File: src/rtl/instr_loader.sv
// ---------------------------------------------------------------------------
// instr_loader
//   Boot-time instruction loader that sits in front of the CPU's
//   instruction-write port. It takes a valid/ready byte stream made of a
//   16-bit little-endian word count followed by the instruction bytes. It
//   packs every four bytes into a little-endian 32-bit word and strobes each
//   word into the CPU. The CPU is held in reset until the whole image has
//   been written.
//
//   Build option: define INSTR_LOADER_CHECKSUM_EN to require one trailing
//   checksum byte. That byte must equal the XOR of all data bytes, and a
//   mismatch ends the load in the error state.
//
// Ports
//   clk_i          core clock
//   rst_i          asynchronous active-high reset (aborts any load)
//   start_i        begin a load (honoured only in IDLE, DONE or ERR)
//   byte_i         stream byte
//   byte_valid_i   byte_i valid
//   byte_ready_o   loader accepts a byte this cycle
//   wr_instr_en_o  one-cycle write strobe to the CPU
//   wr_instr_o     assembled instruction word
//   word_cnt_o     words written so far in the current load
//   cpu_rst_o      hold-reset to the CPU
//   busy_o         load in progress
//   done_o         last load completed OK (sticky until next start)
//   err_o          last load failed (sticky until next start)
// ---------------------------------------------------------------------------
module instr_loader #(
    parameter int unsigned MAX_WORDS = 1024
) (
    input  logic        clk_i,
    input  logic        rst_i,
    input  logic        start_i,
    input  logic [7:0]  byte_i,
    input  logic        byte_valid_i,
    output logic        byte_ready_o,
    output logic        wr_instr_en_o,
    output logic [31:0] wr_instr_o,
    output logic [15:0] word_cnt_o,
    output logic        cpu_rst_o,
    output logic        busy_o,
    output logic        done_o,
    output logic        err_o
);

    typedef enum logic [2:0] {
        S_IDLE,
        S_LEN_LO,
        S_LEN_HI,
        S_DATA,
        S_END,
        S_CHK,
        S_DONE,
        S_ERR
    } state_t;

    localparam logic [15:0] MAX_LEN = 16'(MAX_WORDS);

    state_t      state, next_state;
    logic [7:0]  len_lo;
    logic [15:0] len_q;
    logic [1:0]  byte_cnt;
    logic [23:0] word_buf;     // bytes 0..2 of the word being assembled
`ifdef INSTR_LOADER_CHECKSUM_EN
    logic [7:0]  csum_q;
`endif

    logic        xfer;
    logic        start_ok;
    logic [15:0] len_in;

    assign xfer     = byte_valid_i && byte_ready_o;
    assign start_ok = start_i && (state == S_IDLE || state == S_DONE || state == S_ERR);
    assign len_in   = {byte_i, len_lo};

    // -----------------------------------------------------------------------
    // State register
    // -----------------------------------------------------------------------
    always_ff @(posedge clk_i or posedge rst_i) begin
        if (rst_i) state <= S_IDLE;
        else       state <= next_state;
    end

    // -----------------------------------------------------------------------
    // Next-state logic
    // -----------------------------------------------------------------------
    always_comb begin
        next_state = state;
        unique case (state)
            S_IDLE, S_DONE, S_ERR: if (start_i) next_state = S_LEN_LO;
            S_LEN_LO: if (xfer) next_state = S_LEN_HI;
            S_LEN_HI: begin
                if (xfer) begin
                    if (len_in > MAX_LEN)    next_state = S_ERR;
                    else if (len_in == '0)   next_state = S_END;
                    else                     next_state = S_DATA;
                end
            end
            // The word that brings the count up to len is the last one.
            S_DATA: if (xfer && byte_cnt == 2'd3 && (word_cnt_o + 16'd1) == len_q)
                        next_state = S_END;
`ifdef INSTR_LOADER_CHECKSUM_EN
            S_END: next_state = S_CHK;
            S_CHK: if (xfer) next_state = (byte_i == csum_q) ? S_DONE : S_ERR;
`else
            S_END: next_state = S_DONE;
            S_CHK: next_state = S_ERR;   // unreachable in this build
`endif
            default: next_state = S_IDLE;
        endcase
    end

    // -----------------------------------------------------------------------
    // Registered outputs and datapath
    // -----------------------------------------------------------------------
    always_ff @(posedge clk_i or posedge rst_i) begin
        if (rst_i) begin
            byte_ready_o  <= 1'b0;
            wr_instr_en_o <= 1'b0;
            wr_instr_o    <= '0;
            word_cnt_o    <= '0;
            cpu_rst_o     <= 1'b1;
            busy_o        <= 1'b0;
            done_o        <= 1'b0;
            err_o         <= 1'b0;
            len_lo        <= '0;
            len_q         <= '0;
            byte_cnt      <= '0;
            word_buf      <= '0;
`ifdef INSTR_LOADER_CHECKSUM_EN
            csum_q        <= '0;
`endif
        end else begin
            wr_instr_en_o <= 1'b0;

            // Status flags are registered from the next state so that they
            // line up exactly with the state register.
            byte_ready_o <= (next_state == S_LEN_LO) || (next_state == S_LEN_HI) ||
                            (next_state == S_DATA)   || (next_state == S_CHK);
            busy_o       <= (next_state == S_LEN_LO) || (next_state == S_LEN_HI) ||
                            (next_state == S_DATA)   || (next_state == S_END) ||
                            (next_state == S_CHK);
            done_o       <= (next_state == S_DONE);
            err_o        <= (next_state == S_ERR);
            // CPU reset drops only from the second DONE cycle onwards. It
            // re-asserts together with leaving DONE on a new start.
            cpu_rst_o    <= !(state == S_DONE && next_state == S_DONE);

            if (start_ok) begin
                word_cnt_o <= '0;
                byte_cnt   <= '0;
`ifdef INSTR_LOADER_CHECKSUM_EN
                csum_q     <= '0;
`endif
            end

            if (xfer && state == S_LEN_LO) len_lo <= byte_i;
            if (xfer && state == S_LEN_HI) len_q  <= len_in;

            if (xfer && state == S_DATA) begin
                byte_cnt <= byte_cnt + 2'd1;
`ifdef INSTR_LOADER_CHECKSUM_EN
                csum_q   <= csum_q ^ byte_i;
`endif
                case (byte_cnt)
                    2'd0: word_buf[7:0]   <= byte_i;
                    2'd1: word_buf[15:8]  <= byte_i;
                    2'd2: word_buf[23:16] <= byte_i;
                    default: begin
                        wr_instr_o    <= {byte_i, word_buf};
                        wr_instr_en_o <= 1'b1;
                        word_cnt_o    <= word_cnt_o + 16'd1;
                    end
                endcase
            end
        end
    end

endmodule

File: config.mk
export PLATFORM = sky130hd
export DESIGN_NAME = instr_loader
export DESIGN_NICKNAME = d
export VERILOG_FILES = /design/src/rtl/instr_loader.sv
export SDC_FILE = /design/constraint.sdc
export NUM_CORES = 1
export LEC_CHECK = 0
export BUFFER_PORTS_ARGS = -buffer_cell sky130_fd_sc_hd__clkbuf_2
export CORE_MARGIN = 5
export CORE_UTILIZATION = 42
export CTS_CLUSTER_DIAMETER = 40
export DETAILED_ROUTE_END_ITERATION = 16
export PLACE_DENSITY_LB_ADDON = 0.25
export SLEW_MARGIN = 10
export SYNTH_ARGS = -nofsm -noshare
export SYNTH_HDL_FRONTEND = slang
export SYNTH_SLANG_ARGS = --single-unit
export TNS_END_PERCENT = 100
File: constraint.sdc
create_clock -name clk_i -period 5.9 [get_ports clk_i]
set_input_delay 0.59 -clock clk_i [delete_from_list [all_inputs] [get_ports clk_i]]
set_output_delay 0.59 -clock clk_i [all_outputs]
set_load 0.02 [all_outputs]
==> reports/qor.yml <==
synthesis:
  synth_top_family_by_area: "simple AND/OR/NAND/NOR gates"
  yosys.cell_types.count: 48
  synthArstFlopShare_pct: 100
  netlist_instances: 465
  ys_top_cells_by_area: "dfrtp_1, mux2_2, nand2_1, xnor2_1, o21ai_0"
  synth.net_count: 483
  postSynthAreaPerCell_sq_um: 10.5
  yosys.area_share.simple_pct: 17.4
  synthMuxAreaShare_pct: 11.1
  yosysSeqAreaShare_pct: 54.8
  synthXorXnorAreaFrac_pct: 4.12
  ys_ff_latch: 107
  ys.flop_type: "dfrtp_1"
  yosys_warnings: 0
  synth_top_area_share_pct: 54.3
  synth_area_sq_um: 4880
  synth_largest_area_cell: "dfrtp_1"
  synth_adder_area_share_pct: 1.54
  synth_compound_area_share_pct: 8.30
  synth_edf_count: 0
timing:
  tightest_slew_ns: 1.09
  skew_ns: 0.00980
  rsz0062_at_grt: "no"
  relSlewSlack_pct: 27.1
  max_freq_mhz: 411
  period_needed_ns: 2.43
  finalSetupTns_ns: 0
  slew_violations: 0
  setup_viol: 0
  fin_crit_sh_pct: 41.3
  finalHoldViolCount: 0
  setup_ws_ns: 3.47
worst_setup_path:
  crit_family: "compound AO/OA/AOI/OAI gates"
  cp_slowest_cell: "dfrtp_1"
  r2r-end: "err_o"
  endpoint: "err_o"
  worst_setup_path_start_kind: "flop"
  end_kind: "flop"
  crit_cells: 8
  r2r-start: "word_cnt_o[0]"
  arrival_ns: 2.65
  cp.required_ns: 6.11
  cp_cell_sequence: "ha_1 > nand4_1 > or3_1 > xnor2_1 > o21ai_0 > a2111oi_4 > a31o_4 > a21boi_1"
  crit_buf_inv: 0
  r2r_slack_ns: 3.47
  critPathMaxStageDelay_ns: 0.47
  crit_fanout: 7
  reg2regPathDepth: 8
  critPathLaunch: "word_cnt_o[0]"
  path_class: "flop to flop"
cells_and_area:
  drive_gt1_share_pct: 27.2
  mostFrequentLayoutCells: "nand2_1, dfrtp_1, clkbuf_2"
  final_core_util_pct: 49.0
  final_cell_area_sq_um: 5600
  fin_nets: 539
  final_common_cell: "nand2_1"
  antenna_cells: 0
  syn2layout_area_growth_pct: 14.7
placement:
  port_buffers: 65
  place_ws_ns: 3.33
  place_hpwl_mm: 7.37
  place_area_sq_um: 5310
  place_congestion: 0.839
detailed_routing:
  first_pass_iters: 4
  antenna_left: 0
  drt-total-wl_mm: 10.9
  dr.first_iter.drc_count: 178
  wl_per_cell_um: 16.3
  drc_errors: 0
  routed_via_density: 5.29
  vias: 3542
floorplan:
  rows: 39
  die_w_um: 118
  initial_core_util_pct: 42.8
  core_area_sq_um: 11400
  ios: 66
  die_area_sq_um: 13900
  die_y_um: 118
global_routing:
  grt_pass1_wl_mm: 18.8
  grt_overflow_total: 0
  antenna_found_initial: 0
  grt_pass1_vias: 3582
  grtUsageTotal_pct: 16.4
  grt_max_degree: 88
cts:
  path_clk_slew_ns: 0.07
  cts.root.buffer_cell: "clkbuf_16"
  post_cts_buffers: 0
  clk_latency_ns: 0.34
  cts_tree: "yes"
  cts_inserted_buffers: 9
  clock_sinks: 107
  htree_levels: 3
  holdBufCountCts: 0
  cts_buffer_depth: 2
  ctsResizeCount: 0
run_status:
  outcome: "complete, no violations"
pwr:
  p_switching_uw: 952
  p_seq_share_pct: 46.4
  power_switching_share_pct: 36.0
  powerDensity_nw_per_um2: 472
  total_power_mw: 2.65
  p_int_mw: 1.69
  p_leak_nw: 2.71
  ir_drop_mv: 0.224
  pwr-share-comb_pct: 31.5
  pwr-share-clk_pct: 22.1
min_path:
  hold_class: "input pin to async pin"
job:
  cap_violations: 0
-- worst reg2reg max path, cell delays in order, from the launching register on --
cell       delay, ns
dfrtp_1         0.47
ha_1            0.31
nand4_1         0.22
or3_1           0.45
xnor2_1         0.16
o21ai_0         0.15
a2111oi_4       0.27
a31o_4          0.22
a21boi_1        0.07
-- layout make-up --
cell class,instances,area [sq um]
multi-input combinational,327,2070
fill,1096,5820
inverter,8,32.5
clock buffer,10,229
tap,143,179
timing repair buffer,68,348
clock inverter,6,61.3
sequential,107,2680
-- power groups by stage --
stage	Sequential, mW	Combinational, mW	Clock [mW]
floorplan	1.31	0.522	0
global placement	1.23	0.828	0
detailed placement	1.24	0.845	0
CTS	1.23	0.848	0.598
global route	1.27	0.922	0.636
finish	1.23	0.833	0.585
-- sequential cells by signal, summed over array words and instances, names as in the netlist --
name / cells
len_lo: 8
wr_instr_en_o: 1
word_buf: 24
done_o: 1
byte_ready_o: 1
state: 3
cpu_rst_o: 1
word_cnt_o: 16
err_o: 1
len_q: 16
wr_instr_o: 32
busy_o: 1
byte_cnt: 2
-- cells in the mapped netlist, types with 4 or more instances --
| cell type | count |
|---|---|
| a21oi_1 | 14 |
| and2_1 | 4 |
| buf_2 | 5 |
| clkbuf_1 | 14 |
| dfrtp_1 | 106 |
| ha_1 | 6 |
| inv_1 | 7 |
| mux2_2 | 48 |
| nand2_1 | 123 |
| nand3_1 | 14 |
| nor2_1 | 14 |
| nor3_1 | 8 |
| o21ai_0 | 24 |
| o21ai_1 | 5 |
| o31ai_1 | 4 |
| xnor2_1 | 16 |
| xor2_1 | 7 |
-- stage by stage --
stage | std cells | hold WS, ns
after global routing | 669 | 0.207
after CTS | 669 | 0.191
final | 669 | 0.189
after detailed placement | 653 | 0.454
after global placement | 653 | 0.442
after floorplan | 465 | 0.433
-- routing by layer --
metal,global-route usage (%),wire [um]
met1,24.1,5300
met2,24.6,4950
met3,3.22,559
met4,4.59,85
met5,0,0
-- how the worst min path moves through the flow --
| stage | cells after the start | slack [ns] | endpoint | start |
|---|---|---|---|---|
| after floorplan | 2 | 0.43 | wr_instr_o[0] | word_buf[0] |
| after global placement | 2 | 0.44 | wr_instr_o[10] | word_buf[10] |
| after detailed placement | 2 | 0.45 | wr_instr_o[7] | word_buf[7] |
| after CTS | 2 | 0.19 | word_cnt_o[1] | rst_i |
| after global routing | 2 | 0.21 | wr_instr_o[30] | rst_i |
| final | 2 | 0.19 | wr_instr_o[30] | rst_i |
-- logic make-up after synthesis --
| kind of cell | Yosys count |
|---|---|
| adders and majority gates | 6 |
| buffers and inverters | 31 |
| and+or+nand+nor | 187 |
| xor gates and xnor gates | 23 |
| AOI/OAI and AO/OA | 63 |
| DFF | 107 |
| muxes | 48 |
(Power assumes the default switching activity.)
